`src/rtl/uart_frame_parser.sv`:
```
// UART frame parser: SOF, LEN, payload, CHK -> buffered valid/ready stream.
// Optional inter-byte timeout enabled by UART_FRAME_TIMEOUT_EN.
module uart_frame_parser #(
  parameter int          MAX_PAYLOAD   = 16,
  parameter logic [7:0]  SOF_BYTE      = 8'hAA,
  parameter int          TIMEOUT_TICKS = 160
) (
  input  logic       clk_50MHz,
  input  logic       reset,
  input  logic       byte_valid,
  input  logic [7:0] byte_in,
  input  logic       sample_tick,
  output logic [7:0] pl_data,
  output logic       pl_valid,
  input  logic       pl_ready,
  output logic       pl_last,
  output logic [7:0] frame_len,
  output logic       frame_done,
  output logic       err_chk,
  output logic       err_len,
  output logic [7:0] drop_cnt,
  output logic       busy
);

  localparam int AW = (MAX_PAYLOAD > 1) ? $clog2(MAX_PAYLOAD) : 1;
  localparam logic [7:0] MAX_LEN = 8'(MAX_PAYLOAD);

  typedef enum logic [2:0] {
    S_IDLE,
    S_LEN,
    S_PAYLOAD,
    S_CHK,
    S_DRAIN
  } state_t;

  state_t     state_q, state_d;
  logic [7:0] widx_q, widx_d;
  logic [7:0] ridx_q, ridx_d;
  logic [7:0] chk_q, chk_d;
  logic [7:0] frame_len_q, frame_len_d;
  logic [7:0] pl_data_q, pl_data_d;
  logic       pl_valid_q, pl_valid_d;
  logic       pl_last_q, pl_last_d;
  logic       frame_done_q, frame_done_d;
  logic       err_chk_q, err_chk_d;
  logic       err_len_q, err_len_d;
  logic [7:0] drop_cnt_q, drop_cnt_d;
  logic       busy_q, busy_d;
  logic       wr_en;

  logic [7:0] mem_q [MAX_PAYLOAD];

`ifdef UART_FRAME_TIMEOUT_EN
  localparam int TW = $clog2(TIMEOUT_TICKS + 1);
  logic [TW-1:0] tmo_q, tmo_d;
`else
  logic unused_tick;
  assign unused_tick = sample_tick;
`endif

  always_comb begin
    state_d      = state_q;
    widx_d       = widx_q;
    ridx_d       = ridx_q;
    chk_d        = chk_q;
    frame_len_d  = frame_len_q;
    pl_data_d    = pl_data_q;
    pl_valid_d   = pl_valid_q;
    pl_last_d    = pl_last_q;
    frame_done_d = 1'b0;
    err_chk_d    = 1'b0;
    err_len_d    = 1'b0;
    drop_cnt_d   = drop_cnt_q;
    wr_en        = 1'b0;
    unique case (state_q)
      S_IDLE: begin
        if (byte_valid && byte_in == SOF_BYTE) state_d = S_LEN;
      end
      S_LEN: begin
        if (byte_valid) begin
          if (byte_in == 8'd0 || byte_in > MAX_LEN) begin
            err_len_d = 1'b1;
            state_d   = S_IDLE;
          end else begin
            frame_len_d = byte_in;
            chk_d       = byte_in;
            widx_d      = 8'd0;
            state_d     = S_PAYLOAD;
          end
        end
      end
      S_PAYLOAD: begin
        if (byte_valid) begin
          wr_en  = 1'b1;
          chk_d  = chk_q ^ byte_in;
          widx_d = widx_q + 8'd1;
          if (widx_q == frame_len_q - 8'd1) state_d = S_CHK;
        end
      end
      S_CHK: begin
        if (byte_valid) begin
          if (byte_in == chk_q) begin
            frame_done_d = 1'b1;
            ridx_d       = 8'd0;
            pl_valid_d   = 1'b1;
            pl_data_d    = mem_q[0];
            pl_last_d    = (frame_len_q == 8'd1);
            state_d      = S_DRAIN;
          end else begin
            err_chk_d = 1'b1;
            state_d   = S_IDLE;
          end
        end
      end
      S_DRAIN: begin
        // Consumer owns the buffer now; new bytes can only be counted.
        if (byte_valid && drop_cnt_q != 8'hFF)
          drop_cnt_d = drop_cnt_q + 8'd1;
        if (pl_valid_q && pl_ready) begin
          if (pl_last_q) begin
            pl_valid_d = 1'b0;
            pl_last_d  = 1'b0;
            state_d    = S_IDLE;
          end else begin
            ridx_d    = ridx_q + 8'd1;
            pl_data_d = mem_q[ridx_d[AW-1:0]];
            pl_last_d = (ridx_d == frame_len_q - 8'd1);
          end
        end
      end
      default: state_d = S_IDLE;
    endcase
`ifdef UART_FRAME_TIMEOUT_EN
    tmo_d = '0;
    if (state_q == S_LEN || state_q == S_PAYLOAD || state_q == S_CHK) begin
      if (byte_valid)       tmo_d = '0;
      else if (sample_tick) tmo_d = tmo_q + 1'b1;
      else                  tmo_d = tmo_q;
      if (tmo_d == TW'(TIMEOUT_TICKS)) begin
        tmo_d     = '0;
        err_len_d = 1'b1;
        state_d   = S_IDLE;
      end
    end
`endif
    busy_d = (state_d != S_IDLE);
  end

  always_ff @(posedge clk_50MHz or negedge reset) begin
    if (!reset) begin
      state_q      <= S_IDLE;
      widx_q       <= 8'd0;
      ridx_q       <= 8'd0;
      chk_q        <= 8'd0;
      frame_len_q  <= 8'd0;
      pl_data_q    <= 8'd0;
      pl_valid_q   <= 1'b0;
      pl_last_q    <= 1'b0;
      frame_done_q <= 1'b0;
      err_chk_q    <= 1'b0;
      err_len_q    <= 1'b0;
      drop_cnt_q   <= 8'd0;
      busy_q       <= 1'b0;
`ifdef UART_FRAME_TIMEOUT_EN
      tmo_q        <= '0;
`endif
    end else begin
      state_q      <= state_d;
      widx_q       <= widx_d;
      ridx_q       <= ridx_d;
      chk_q        <= chk_d;
      frame_len_q  <= frame_len_d;
      pl_data_q    <= pl_data_d;
      pl_valid_q   <= pl_valid_d;
      pl_last_q    <= pl_last_d;
      frame_done_q <= frame_done_d;
      err_chk_q    <= err_chk_d;
      err_len_q    <= err_len_d;
      drop_cnt_q   <= drop_cnt_d;
      busy_q       <= busy_d;
`ifdef UART_FRAME_TIMEOUT_EN
      tmo_q        <= tmo_d;
`endif
    end
  end

  always_ff @(posedge clk_50MHz) begin
    if (wr_en) mem_q[widx_q[AW-1:0]] <= byte_in;
  end

  assign pl_data    = pl_data_q;
  assign pl_valid   = pl_valid_q;
  assign pl_last    = pl_last_q;
  assign frame_len  = frame_len_q;
  assign frame_done = frame_done_q;
  assign err_chk    = err_chk_q;
  assign err_len    = err_len_q;
  assign drop_cnt   = drop_cnt_q;
  assign busy       = busy_q;

endmodule

```
`config.mk`:
```
export PLATFORM = sky130hd
export DESIGN_NAME = uart_frame_parser
export DESIGN_NICKNAME = d
export VERILOG_FILES = /design/src/rtl/uart_frame_parser.sv
export SDC_FILE = /design/constraint.sdc
export NUM_CORES = 1
export LEC_CHECK = 0
export ABC_CLOCK_PERIOD_IN_PS = 6100
export CORE_MARGIN = 4
export CORE_UTILIZATION = 60
export DETAILED_ROUTE_END_ITERATION = 16
export GPL_ROUTABILITY_DRIVEN = 0
export GPL_TIMING_DRIVEN = 0
export HOLD_SLACK_MARGIN = 0.08
export PLACE_DENSITY = 0.8
export SLEW_MARGIN = 20
export SYNTH_ARGS = -nofsm -noshare
export SYNTH_HDL_FRONTEND = slang
export SYNTH_SLANG_ARGS = --single-unit
```
`constraint.sdc`:
```
create_clock -name clk_50MHz -period 6.1 [get_ports clk_50MHz]
set_input_delay 1.525 -clock clk_50MHz [delete_from_list [all_inputs] [get_ports clk_50MHz]]
set_output_delay 1.525 -clock clk_50MHz [all_outputs]
set_load 0.03 [all_outputs]
```
==> Word-level counts from Yosys, hierarchy flattened <==
Memory sizes are Yosys's and may differ from the RTL's.
Cells that the tools add are included.
{ "word_totals": {"regBits": 57, "latch_bits": 0, "ram_bits": 128, "mem_bits_ro": 0, "in_bits": 13, "word_cells": 105, "memories": 1} }
{ "memory_table": {"columns": ["name", "words", "word_bits", "read_ports", "rd_ports_with_merged_regs", "wr", "line", "rtl"], "rows": [
  ["mem_q", 16, 8, 2, 0, 1, "51", "logic [7:0] mem_q [MAX_PAYLOAD];"]
]} }
{ "classes": {"addsub": 4, "multipliers": 0, "div": 0, "order_cmp": 1, "eq_ne": 18, "shift": 0, "muxes": 51, "n_bitwise": 2, "n_reduce_logical": 15} }
{ "ops": {"columns": ["op", "count"], "rows": [
  ["$mux 8", 14],
  ["$pmux 8 s2", 4],
  ["$add 8x1->8 const B", 3],
  ["$eq 8x8->1", 3],
  ["$mux 3", 8],
  ["$mux 1", 21],
  ["$ne 2x2->1 const B", 8],
  ["$pmux 3 s5", 1],
  ["$reduce_and 5->1", 2],
  ["$eq 8x1->1 const B", 1],
  ["$eq 8x8->1 const B", 1],
  ["$gt 8x5->1 const B", 1],
  ["$logic_not 8->1", 1],
  ["$ne 8x8->1 const B", 1],
  ["$reduce_and 4->1", 2],
  ["$sub 8x1->8 const B", 1],
  ["$xor 8x8->8", 1],
  ["$eq 3x2->1 const B", 2],
  ["$pmux 1 s2", 2],
  ["$reduce_bool 2->1", 2],
  ["$eq 3x1->1 const B", 1],
  ["$eq 3x3->1 const B", 1],
  ["$logic_and 1x1->1", 3],
  ["$logic_not 3->1", 1],
  ["other kinds (6)", 6]
]} }

==> Longest topological paths before layout <==
Gate-level depths: netlist of the first run.
{ "logic_depth": {"depth_word": 6, "depth_mapped": 8, "depth_no_buf": 7} }

==> Worst setup path before layout of the first run <==
OpenSTA, ideal clock, no wires.
{ "synth_timing": {"kind": "input-to-reg", "startpoint": "input port byte_valid", "endpoint": "memory mem_q[1][0], enable pin", "setup_ns": 0.383, "arrival_ns": 3.025, "required_time_ns": 5.717, "path_slack_ns": 2.692, "cell_stages": 5, "n_path_buf": 2, "path_cell_list": "and4bb_2 clkbuf_1 clkbuf_1 nand2_1 nor3_1"} }
{ "synth_via": {"elab_chain_cells": 4} }
{ "synth_lines": {"columns": ["element", "line", "rtl"], "rows": [
  ["from (decl)", "10", "input logic byte_valid,"],
  ["$mux 1", "93", "if (byte_valid) begin"],
  ["$mux 1", "75", "unique case (state_q)"],
  ["$mux 1", "188", "if (wr_en) mem_q[widx_q[AW-1:0]] <= byte_in;"],
  ["$mux 1 (implied by the code)", "188", null],
  ["to (decl)", "51", null]
]} }
No other way between the ends.

==> Worst setup path in the final report of the first run <==
{ "layout_timing": {"startpoint": "input port byte_valid", "endpoint": "memory mem_q[10][4], enable pin"} }
Same word-level chain as after synthesis.

==> results of run 1 <==
path summary, 6_finish.rpt:
| kind | startpoint | endpoint | slack, ns | cells after the start |
|---|---|---|---|---|
| hold reg to reg | drop_cnt[6] | drop_cnt[6] | 0.49 | 1 |
| max in group asynchronous | reset | widx_q[4] | 4.47 | 1 |
| hold / removal | drop_cnt[6] | drop_cnt[6] | 0.49 | 1 |
| setup reg to reg | state_q[2] | mem_q[10][4] | 3.11 | 5 |
| setup / recovery | byte_valid | mem_q[10][4] | 1.87 | 6 |
| min in group asynchronous | reset | drop_cnt[1] | 1.13 | 1 |
per-layer routing:
layer / up-vias / track usage (%) / part of all wire, %
li1: 2291 / - / -
met1: 2621 / 32.39 / 38
met2: 271 / 39.27 / 51
met3: 42 / 7.402 / 8.2
met4: 0 / 10.61 / 2.6
met5: - / 0 / 0
state kept, by name (all words and copies together) (netlist names), 3 cells and up:
name       cells
pl_data        8
mem_q        128
state_q        3
widx_q         8
drop_cnt       8
chk_q          8
ridx_q         8
frame_len      8
critical path, stage by stage:
cell and delay [ns]:
clkdlybuf4s50_1 0.65, and4bb_2 0.32, clkbuf_1 0.38, clkbuf_1 0.38, nand2_1 0.29, nor2_1 0.74
through the flow:
stage / instances / utilization [%] / power [W]
CTS: 827 / 70.66 / 0.002559
finish: 827 / 70.66 / 0.002547
detailed placement: 795 / 66.01 / 0.001434
global route: 827 / 70.66 / 0.002615
floorplan: 578 / - / 0.001394
global placement: 795 / 65.88 / 0.001431
cells in the final DEF (no fill, tap or decap), drive strengths merged, types with 14 or more instances in the layout:
cell and instances:
nand2 75, edfxtp 128, mux4 32, clkdlybuf4s50 40, clkbuf 37, nand3 44, o21ai 14, a21oi 22
nor3 14, inv 17, dfrtp 57, xnor2 35, nor2 31
cells by family after synthesis:
kind of cell	Yosys count
fa+ha+maj	8
compound gates	68
buf+inv	36
mux	33
xor+xnor	47
flops	185
simple gates	201
power breakdown:
group          internal [W]  switching [W]  total (W)
sequential          0.00135     0.00000427    0.00135
combinational     0.0000158      0.0000392  0.0000550
clock              0.000656       0.000483    0.00114
total               0.00202       0.000527    0.00255
Yosys cell counts, types with 2 or more instances:
cell         n  area (um2)
a21o_1       2       15.01
a21oi_1     22       110.1
a22o_1       3       26.28
a31oi_1      8       50.05
a32o_1       3       30.03
and2_1       4       25.02
buf_2        5       25.02
clkbuf_1    19       71.32
dfrtp_1     57        1426
edfxtp_1   128        3844
ha_1         8       100.1
inv_1       10       37.54
mux4_2      32       720.7
nand2_1     75       281.5
nand2b_1     2       12.51
nand3_1     44       220.2
nand3b_1     2       15.01
nand4_1      6       37.54
nand4b_1     2       17.52
nor2_1      31       116.4
nor2b_1      2       12.51
nor3_1      14       70.07
nor3b_1      2       15.01
nor4_1       2       12.51
o21a_1       2       15.01
o21ai_0     14       70.07
o2bb2ai_1    3       26.28
o31ai_1      2       15.01
or3_1        4       25.02
or4_1        4       30.03
xnor2_1     35       306.5
xor2_1      12       105.1
cell type report:
type	count	area, um2	area share [%]
Clock buffer	18	429.2	4.605
Multi-Input combinational cell	357	2660	28.54
Tap cell	176	220.2	2.363
Inverter	10	37.54	0.4027
Buffer	26	111.4	1.195
Clock inverter	14	183.9	1.973
Timing Repair Buffer	41	407.9	4.376
Sequential cell	185	5270	56.54
==> flow_metrics.tcl, run 1 <==
set metrics [dict create \
    synth-edff-count 128 \
    finalInstanceArea_um2 9320 \
    drive_above_1_share_pct 11.98 \
    htreeDepth 4 \
    fmaxAchievable_mhz 236.5 \
    finalHoldViolCount 0 \
    ys.flop_type "edfxtp_1" \
    final_antenna_net_count 0 \
    critPathKind "in -> reg" \
    worstPathRequired_ns 6.16 \
    timing.hold.ws_ns 0.4936 \
    postSynthCellCount 578 \
    syn_avg_cell_area_um2 13.94 \
    post-route-min-period_ns 4.229 \
    cap_violations 0 \
    synthSimpleGateAreaFrac_pct 11.94 \
    initial_utilization_pct 61.10 \
    synth-compound-area-share_pct 5.403 \
    final-max-slew-violation-count 0 \
    syn_nets 599 \
    post-route-drc-count 0 \
    setup_ws_ns 1.871 \
    holdBufCountCts 0 \
    arrival_ns 4.29 \
    powerDensity_nw_per_um2 273.3 \
    ys_seq_area_share_pct 65.39 \
    n_antenna_cell 0 \
    dieArea_um2 15350 \
    slew_headroom_pct 34.35 \
    synthDistinctLibCells 51 \
    synthMuxAreaShare_pct 9.067 \
    grt_pass1_wl_mm 27.55 \
    synth_top_family_by_area "simple AND/OR/NAND/NOR gates" \
    cts-resized-gates 0 \
    numPortBuffers 41 \
    num_vias 5225 \
    track_usage_pct 24.84 \
    grt_pass1_vias 5056 \
    clock_latency_ns 0.44 \
    crit_fanout 10 \
    async_flop_share_pct 30.81 \
    period_share_pct 69.33 \
    fp.dieH_um 123.9 \
    rows 42 \
    rsz0062_at_grt "no" \
    coreArea_um2 13190 \
    ys_warn_count 0 \
    postCtsSetupBuffers 0 \
    place_area_um2 8707 \
    synthXorXnorAreaFrac_pct 5.108 \
    hold_path.class "reg -> reg" \
    cts_made_buffers 17 \
    cts_root_buffer "clkbuf_16" \
    ys_seq_elements 185 \
    pre_cts_ws_ns 1.529 \
    gr-total-overflow 0 \
    path_clk_slew_ns 0.07 \
    antenna_found_initial 0 \
    setup_tns_ns 0 \
    clk_path_buf_depth 2 \
    grt_max_degree 58 \
    worst_pin_slew_ns 0.9817 \
    vias_per_cell 6.318 \
    finClkSkew_ns 0.01126 \
    ir_drop_uv 226.0 \
    finalSetupViolCount 0 \
    routedWlPerCell_um 21.65 \
    ioPinCount 43 \
    first_iter_violations 551 \
    wl_mm 17.91 \
    layout.nets 659 \
    drt_pass1_iterations 5 \
    netlist_area_um2 8059 \
    p_leak_nw 3.296 \
    startpoint_type "input port" \
    synthToLayoutAreaGrowth_pct 15.65 \
    cts.sinks 185 \
    crit_path_end_kind "flop" \
    status "complete, no violations" \
    dieWidth_um 123.9 \
    fillers 819 \
    synth_fa_ha_area_share_pct 1.242 \
    dpl.hpwl_mm 11.73 \
    tritoncts "built" \
]
No activity file was read; power rests on OpenSTA's default activity.
==> run 2: changes to the inputs <==
--- a/config.mk
+++ b/config.mk
@@ -5,14 +5,14 @@
 export SDC_FILE = /design/constraint.sdc
 export NUM_CORES = 1
 export LEC_CHECK = 0
-export ABC_CLOCK_PERIOD_IN_PS = 6100
+export ABC_CLOCK_PERIOD_IN_PS = 3500
 export CORE_MARGIN = 4
-export CORE_UTILIZATION = 60
+export CORE_UTILIZATION = 54
 export DETAILED_ROUTE_END_ITERATION = 16
 export GPL_ROUTABILITY_DRIVEN = 0
 export GPL_TIMING_DRIVEN = 0
 export HOLD_SLACK_MARGIN = 0.08
-export PLACE_DENSITY = 0.8
+export PLACE_DENSITY = 0.76
 export SLEW_MARGIN = 20
 export SYNTH_ARGS = -nofsm -noshare
 export SYNTH_HDL_FRONTEND = slang
==> constraint.sdc (replaced) <==
create_clock -name clk_50MHz -period 3.5 [get_ports clk_50MHz]
set_input_delay 0.875 -clock clk_50MHz [delete_from_list [all_inputs] [get_ports clk_50MHz]]
set_output_delay 0.875 -clock clk_50MHz [all_outputs]
set_load 0.03 [all_outputs]
==> run 2 against run 1 <==
Net effect:
- global-route usage shrank 2.3 points
- clock-buffer cell count stayed put
- worst hold slack gained 0.0028 ns
- via count decreased by 1.7%
- critical path type unchanged
- critical endpoint is now mem_q[4][5]
- largest cell class unchanged
- total power rose by 68%
- highest routed layer unchanged
- largest power group unchanged
- combinational power grew 72%
- worst setup slack worse by 1.8 ns
- first-iteration DRC count increased by 0.91%
==> flow_metrics.tcl, run 2 (synthesis gave the netlist of run 1 again) <==
set metrics [dict create \
    final_antenna_net_count 0 \
    p_leak_nw 3.325 \
    fp.dieH_um 130.2 \
    startpoint_type "input port" \
    grt_pass1_vias 4954 \
    ioPinCount 43 \
    num_vias 5136 \
    drt_pass1_iterations 7 \
    pre_cts_ws_ns -0.6516 \
    holdBufCountCts 0 \
    clock_latency_ns 0.44 \
    ir_drop_uv 362.9 \
    wl_mm 17.92 \
    post-route-drc-count 0 \
    antenna_found_initial 0 \
    rows 44 \
    final_cell_mix "edfxtp_1 (128), nand2_1 (75), dfrtp_1 (57)" \
    r2r_slack_ns 0.64 \
    n_antenna_cell 0 \
    finalSetupViolCount 0 \
    vias_per_cell 6.151 \
    crit_fanout 10 \
    dieArea_um2 16940 \
    htreeDepth 4 \
    fillers 999 \
    gr-total-overflow 0 \
    track_usage_pct 22.50 \
    postCtsSetupBuffers 0 \
    drive_above_1_share_pct 13.06 \
    fin_cells 835 \
    period_share_pct 97.41 \
    slew_headroom_pct 34.23 \
    coreArea_um2 14590 \
    grt_pass1_wl_mm 28.20 \
    initial_utilization_pct 55.24 \
    path_clk_slew_ns 0.06 \
    numPortBuffers 41 \
    grt_max_degree 58 \
    finalPower_w 0.004288 \
    finalHoldViolCount 0 \
    crit_path_end_kind "flop" \
    layout_commonest_cell "edfxtp_1" \
    rr_endpoint "mem_q[4][5]" \
    largest_reg_flops 128 \
    critPathKind "in -> reg" \
    cts_root_buffer "clkbuf_16" \
    synthToLayoutAreaGrowth_pct 15.73 \
    worstPathRequired_ns 3.56 \
    status "complete, no violations" \
    rr_startpoint "state_q[2]" \
    layout.nets 659 \
    finClkSkew_ns 0.01086 \
    regArea_um2 5270 \
    place_area_um2 8712 \
    rr_worst_depth 5 \
    hold_path.class "in -> async" \
    fmaxAchievable_mhz 293.3 \
    final-max-slew-violation-count 0 \
    cts.sinks 185 \
    first_iter_violations 556 \
    worst_pin_slew_ns 0.9849 \
    post-route-min-period_ns 3.409 \
    tritoncts "built" \
    finalInstanceArea_um2 9326 \
    place_inst 803 \
    powerDensity_nw_per_um2 459.8 \
    cts_made_buffers 17 \
    finalCoreUtilization_pct 63.93 \
    routedWlPerCell_um 21.46 \
    dpl.hpwl_mm 11.79 \
    cap_violations 0 \
    multi_input_area_um2 2690 \
    dieWidth_um 130.2 \
    rsz0062_at_grt "yes" \
    setup_ws_ns 0.09082 \
    arrival_ns 3.47 \
    clk_path_buf_depth 2 \
]
[run 2: report_power, final]
| group | total, W | switching, W | internal [W] |
|---|---|---|---|
| Combinational | 0.0000948 | 0.0000677 | 0.0000271 |
| Clock | 0.00184 | 0.000840 | 0.000995 |
| Sequential | 0.00236 | 0.00000796 | 0.00235 |
[run 2: stage by stage]
stage	setup TNS, ns	hold slack (ns)
finish	0	0.4964
global route	-1.492	0.5396
CTS	0	0.5068
detailed placement	-41.20	0.4940
global placement	-49.65	0.4839
floorplan	0	0.4887
[run 2: layout make-up]
type | instances | area share (%)
sequential | 185 | 56.51
tap | 184 | 2.468
buffer | 26 | 1.194
inverter | 10 | 0.4025
timing repair buffer | 41 | 4.561
clock buffer | 18 | 4.602
multi-input combinational | 357 | 28.84
clock inverter | 14 | 1.422
[run 2: worst max-delay path by stage]
stage | from | to | slack (ns)
floorplan | byte_valid | mem_q[1][0] | 0.74
global placement | byte_valid | mem_q[1][3] | -0.68
detailed placement | byte_valid | mem_q[0][4] | -0.65
CTS | byte_in[3] | ridx_q[2] | 0.05
global route | byte_valid | mem_q[8][1] | -0.09
finish | byte_valid | mem_q[4][5] | 0.09
[run 2: routing by layer]
| layer | global-route usage [%] | up-vias | wire length [um] |
|---|---|---|---|
| li1 | - | 2289 | - |
| met1 | 31.76 | 2606 | 7395 |
| met2 | 34.76 | 206 | 8840 |
| met3 | 4.257 | 35 | 1281 |
| met4 | 9.474 | 0 | 401 |
| met5 | 0 | - | 0 |
[run 2: repair_timing]
item / in CTS / in global routing
resized for setup: 1 / 16
setup endpoints to repair: 8 / 107
endpoints found under the hold margin: 0 / 0
[run 2: worst max-delay path: stages]
cell,delay [ns]
clkdlybuf4s50_1,0.62
and4bb_2,0.32
clkbuf_1,0.37
clkbuf_1,0.38
nand2_1,0.28
nor2_1,0.62
